$ cat src/rtl/max_pkg.sv
// Shared constants and types for the race-logic MAX cell and its siblings.
// MAX_FALLING_EN selects active-low event encoding on a, b and y.
package max_pkg;

    localparam int DEF_GAMMA_CYCLE_WIDTH = 16;
    localparam int DEF_PULSE_WIDTH       = 8;

    localparam int GCNT_W = $clog2(DEF_GAMMA_CYCLE_WIDTH);
    localparam int PCNT_W = $clog2(DEF_PULSE_WIDTH + 1);

`ifdef MAX_FALLING_EN
    localparam logic IDLE_LVL = 1'b1;
`else
    localparam logic IDLE_LVL = 1'b0;
`endif

    typedef logic [GCNT_W-1:0] gcnt_t;

    // Counter width that stays at least one bit for tiny ranges.
    function automatic int cnt_w(input int n);
        return (n < 2) ? 1 : $clog2(n);
    endfunction

endpackage

$ cat src/rtl/max_gamma_counter.sv
// Gamma-cycle timebase: free-running counter with auto-wrap and grst restart.
// gamma_start is high in the last cycle of a gamma cycle; the next edge begins a new one.
module gamma_counter
    import max_pkg::*;
#(
    parameter int GAMMA_CYCLE_WIDTH = DEF_GAMMA_CYCLE_WIDTH,
    localparam int GW = cnt_w(GAMMA_CYCLE_WIDTH)
) (
    input  logic aclk,
    input  logic rst_n,
    input  logic grst,
    output logic gamma_start
);

    logic [GW-1:0] gcnt_q;
    logic [GW-1:0] gcnt_d;

    always_comb begin
        gamma_start = grst | (gcnt_q == GW'(GAMMA_CYCLE_WIDTH - 1));
        gcnt_d      = gamma_start ? '0 : gcnt_q + GW'(1);
    end

    always_ff @(posedge aclk) begin
        if (!rst_n) begin
            gcnt_q <= '0;
        end else begin
            gcnt_q <= gcnt_d;
        end
    end

endmodule

$ cat src/rtl/max.sv
// Race-logic MAX: emits one PULSE_WIDTH-cycle event one cycle after the later of a/b arrives.
// MAX_FALLING_EN inverts the event polarity of a, b and y (idle-high, active-low).
module max
    import max_pkg::*;
#(
    parameter int GAMMA_CYCLE_WIDTH = DEF_GAMMA_CYCLE_WIDTH,
    parameter int PULSE_WIDTH       = DEF_PULSE_WIDTH
) (
    input  logic aclk,
    input  logic rst_n,
    input  logic grst,
    input  logic a,
    input  logic b,
    output logic y
);

    localparam int PW = $clog2(PULSE_WIDTH + 1);

    logic          gamma_start;
    logic          a_act, b_act, a_arr, b_arr, y_active;
    logic          a_seen_q, a_seen_d;
    logic          b_seen_q, b_seen_d;
    logic          fired_q, fired_d;
    logic [PW-1:0] pcnt_q, pcnt_d;
    logic          y_q, y_d;

    gamma_counter #(
        .GAMMA_CYCLE_WIDTH(GAMMA_CYCLE_WIDTH)
    ) u_gamma_counter (
        .aclk        (aclk),
        .rst_n       (rst_n),
        .grst        (grst),
        .gamma_start (gamma_start)
    );

    assign a_act    = a ^ IDLE_LVL;
    assign b_act    = b ^ IDLE_LVL;
    assign a_arr    = a_seen_q | a_act;
    assign b_arr    = b_seen_q | b_act;
    assign y_active = (y_q != IDLE_LVL);

    always_comb begin
        a_seen_d = a_seen_q;
        b_seen_d = b_seen_q;
        fired_d  = fired_q;
        pcnt_d   = pcnt_q;
        y_d      = y_q;

        // A boundary discards everything sampled this cycle, including a pulse in flight.
        if (gamma_start) begin
            a_seen_d = 1'b0;
            b_seen_d = 1'b0;
            fired_d  = 1'b0;
            pcnt_d   = '0;
            y_d      = IDLE_LVL;
        end else begin
            a_seen_d = a_arr;
            b_seen_d = b_arr;
            if (a_arr && b_arr && !fired_q) begin
                fired_d = 1'b1;
                pcnt_d  = PW'(PULSE_WIDTH - 1);
                y_d     = ~IDLE_LVL;
            end else if (y_active) begin
                if (pcnt_q != '0) begin
                    pcnt_d = pcnt_q - PW'(1);
                end else begin
                    y_d = IDLE_LVL;
                end
            end
        end
    end

    always_ff @(posedge aclk) begin
        if (!rst_n) begin
            a_seen_q <= 1'b0;
            b_seen_q <= 1'b0;
            fired_q  <= 1'b0;
            pcnt_q   <= '0;
            y_q      <= IDLE_LVL;
        end else begin
            a_seen_q <= a_seen_d;
            b_seen_q <= b_seen_d;
            fired_q  <= fired_d;
            pcnt_q   <= pcnt_d;
            y_q      <= y_d;
        end
    end

    assign y = y_q;

endmodule

$ cat config.mk
export PLATFORM = sky130hd
export DESIGN_NAME = max
export DESIGN_NICKNAME = d
export VERILOG_FILES = /design/src/rtl/max_pkg.sv /design/src/rtl/max_gamma_counter.sv /design/src/rtl/max.sv
export SDC_FILE = /design/constraint.sdc
export NUM_CORES = 1
export LEC_CHECK = 0
export BUFFER_PORTS_ARGS = -buffer_cell sky130_fd_sc_hd__buf_2
export CORE_AREA = 2 2 39 41
export DETAILED_ROUTE_END_ITERATION = 6
export DIE_AREA = 0 0 41 43
export PLACE_DENSITY = 0.57
export SKIP_LAST_GASP = 1
export SLEW_MARGIN = 0
export SYNTH_ARGS = -nofsm -noshare
export SYNTH_HDL_FRONTEND = slang
export SYNTH_SLANG_ARGS = --single-unit
$ cat constraint.sdc
create_clock -name aclk -period 3 [get_ports aclk]
set_input_delay 0.3 -clock aclk [delete_from_list [all_inputs] [get_ports aclk]]
set_output_delay 0.3 -clock aclk [all_outputs]
set_load 0.005 [all_outputs]
==> flow_summary_export.csv <==
group,metric,value,unit
floorplan,die_w,41,microns
min_path,min_path_type,"primary input to flip-flop",
power,p_leak,0.2256,nW
detailed_routing,drt-total-wl,709,microns
yosys,synth_warnings,0,
sta,timing.final.hold_violations,0,
worst_setup_path,start_kind,"flip-flop",
worst_setup_path,critPathKind,"flip-flop to flip-flop",
floorplan,rows,14,
worst_setup_path,r2r_cells,6,
layout,drive_gt1_share,24.56,%
detailed_routing,num_vias,345,
floorplan,coreArea,1384,sq um
sta,fin_worst_skew,0.004082,ns
power,power.share.clock,39.9,%
clock_tree,clk_pin_slew,0.07,ns
detailed_routing,drtIter0Drc,5,
yosys,synth.most_common_cell,"dfxtp_1",
yosys,synth_top_area_cell,"dfxtp_1",
grt,grt_start_max_net_pins,12,
layout,stdcell_count,73,
power,p_int,0.2496,mW
clock_tree,h-tree-depth,1,
power,p_sw_share,21.51,%
power,peakVddDrop,0.0002370,V
power,pwr-share-comb,7.1,%
run,maxCapViolations,0,
min_path,hold_depth,3,
clock_tree,clk_path_buf_depth,2,
detailed_routing,drc_errors,0,
yosys,yosysSeqAreaShare,50.53,%
yosys,synth_ff_type,"dfxtp_1",
sta,setup_violations,0,
worst_setup_path,reg2reg_to,"pcnt_q[1]$_SDFFE_PP0P_",
floorplan,die_h,43,microns
yosys,synth_commonest_cells,"dfxtp_1, nor2_1, a21oi_1, inv_1",
worst_setup_path,r2r-start,"pcnt_q[0]$_SDFFE_PP0P_",
sta,min_period,1.665,ns
yosys,synth_area_leaders,"dfxtp_1, a21oi_1, nor2_1",
sta,tns,0,ns
yosys,synth_area,475.5,sq um
worst_setup_path,r2r_setup_slack,1.33,ns
worst_setup_path,arrival,1.87,ns
layout,syn_to_final_growth,15.53,%
grt,antenna_found_initial,0,
worst_setup_path,critPathCaptureType,"flip-flop",
layout,nets,65,
worst_setup_path,worstPathRequired,3.21,ns
worst_setup_path,crit_path_max_fanout,3,
detailed_routing,ant_nets,0,
grt,overflow,0,
min_path,hp-start,"b",
detailed_routing,dr.pass1.iters,4,
power,power.switching,0.06840,mW
yosys,ys_ff_latch,12,
yosys,avgSynthCellArea,9.509,sq um
yosys,ys_types,19,
power,p_seq_share,53.0,%
yosys,synth_top_cell_area_share,50.53,%
clock_tree,cts_resized,0,
floorplan,initial_core_util,34.36,%
floorplan,io_pins,6,
sta,fin_crit_sh,55.51,%
floorplan,fp.dieArea,1763,sq um
clock_tree,clock-sinks,12,
clock_tree,cts_root_buf,"clkbuf_4",
placement,place.gp.congestion,0.6072,
yosys,synth_edf_count,0,
min_path,min_to,"b_seen_q$_SDFF_PP0_",
clock_tree,cts_setup_buffers,0,
outcome,status,"complete, no violations",
grt,track_usage,10.67,%
clock_tree,insertion_delay,0.27,ns
sta,rsz0062_at_grt,"false",
sta,slew-limit-headroom,65.64,%
placement,dp.cells,69,
grt,grt_pass1_vias,317,
sta,tightest_slew,0.5110,ns
clock_tree,cts_buffers,3,
sta,maxSlewViolCount,0,
yosys,netlist_instances,50,
clock_tree,cts_tree,"done",
placement,dpl.hpwl,506.4,microns
grt,grt_pass1_wl,1.200,mm
detailed_routing,post_drt_wl_per_cell,9.712,microns
yosys,async_reset_ff_share,0,%
layout,num_antenna_cells,0,
placement,portBuffers,5,
sta,fmax,600.5,MHz
detailed_routing,vias_per_cell,4.726,
clock_tree,hold_buffers,0,
yosys,syn-num-nets,57,
power,power_per_cell_area,579.0,nW/um^2
==> state kept, by name (all words and copies together), names as in the netlist <==
register and cells:
y 1, b_seen_q 1, u_gamma_counter.gcnt_q 4, fired_q 1, pcnt_q 4, a_seen_q 1
==> power groups by stage <==
stage	combinational (mW)	sequential, mW	clock (mW)
global placement	0.0225	0.172	0
global route	0.0257	0.169	0.139
floorplan	0.0178	0.171	0
CTS	0.0229	0.169	0.135
detailed placement	0.0227	0.172	0
finish	0.0225	0.169	0.127
==> metrics by stage <==
stage / util, % / power, mW / cell area, sq um / worst slack, ns / hold WS (ns)
after CTS: 39.69 / 0.3260 / 549.3 / 1.322 / 0.2363
after detailed placement: 37.07 / 0.1951 / 513.0 / 1.347 / 0.4354
after global routing: 39.69 / 0.3344 / 549.3 / 1.222 / 0.2424
after floorplan: - / 0.1893 / 475.5 / 1.491 / 0.4173
after global placement: 37.07 / 0.1945 / 513.0 / 1.382 / 0.4286
final: 39.69 / 0.3180 / 549.3 / 1.335 / 0.2457
==> cells by family (layout without fill, tap and decap cells) <==
logic type,after synthesis,in the layout,synth area share [%]
AOI/OAI and AO/OA,9,9,10.79
and+or+nand+nor,16,16,20.00
buffers and inverters,7,14,5.527
DFF,12,12,50.53
adders and majority gates,2,2,5.262
xor gates and xnor gates,3,3,5.527
muxes,1,1,2.368
==> final cells by class <==
| class | count | area (sq um) |
|---|---|---|
| well taps | 16 | 20.02 |
| fillers | 140 | 834.6 |
| multi-input cells | 31 | 209.0 |
| repair buffers | 5 | 25.02 |
| flip-flops and latches | 12 | 240.2 |
| inverters | 5 | 18.77 |
| clock buffers | 4 | 36.28 |
==> critical path: stages, from the launching register on <==
cell	delay, ns
dfxtp_1	0.31
inv_1	0.08
ha_1	0.20
inv_1	0.05
o31ai_1	0.44
mux2_2	0.39
a21oi_1	0.12
==> per-layer routing <==
metal  global-route usage (%)  vias up  part of all wire, %
li1                         -      178                    -
met1                    11.04      159                   47
met2                    15.00        6                   49
met3                    1.571        2                  1.6
met4                    14.00        0                  2.3
met5                        0        -                    0
==> cell usage in the layout (no fill, tap or decap), drive strengths merged <==
cell type	netlist	routed
nor3b	2	2
o31ai	1	1
mux2	1	1
nand3	1	1
xnor2	2	2
a21oi	7	7
xor2	1	1
nor3	1	1
nor2	8	8
or3	1	1
clkbuf	2	4
nand2b	1	1
nand2	1	1
buf	0	5
dfxtp	12	12
a31o	1	1
inv	5	5
or4b	1	1
ha	2	2
==> how the worst max path moves through the flow <==
stage	from	endpoint	slack, ns	cells past startpoint
2_1_floorplan	pcnt_q[0]$_SDFFE_PP0P_	pcnt_q[1]$_SDFFE_PP0P_	1.49	6
3_3_place_gp	pcnt_q[0]$_SDFFE_PP0P_	pcnt_q[1]$_SDFFE_PP0P_	1.38	6
3_5_place_dp	pcnt_q[0]$_SDFFE_PP0P_	pcnt_q[1]$_SDFFE_PP0P_	1.35	6
4_1_cts	pcnt_q[0]$_SDFFE_PP0P_	pcnt_q[1]$_SDFFE_PP0P_	1.32	6
5_1_grt	pcnt_q[0]$_SDFFE_PP0P_	pcnt_q[1]$_SDFFE_PP0P_	1.22	6
6_report	pcnt_q[0]$_SDFFE_PP0P_	pcnt_q[1]$_SDFFE_PP0P_	1.33	6
(Power assumes the default switching activity.)
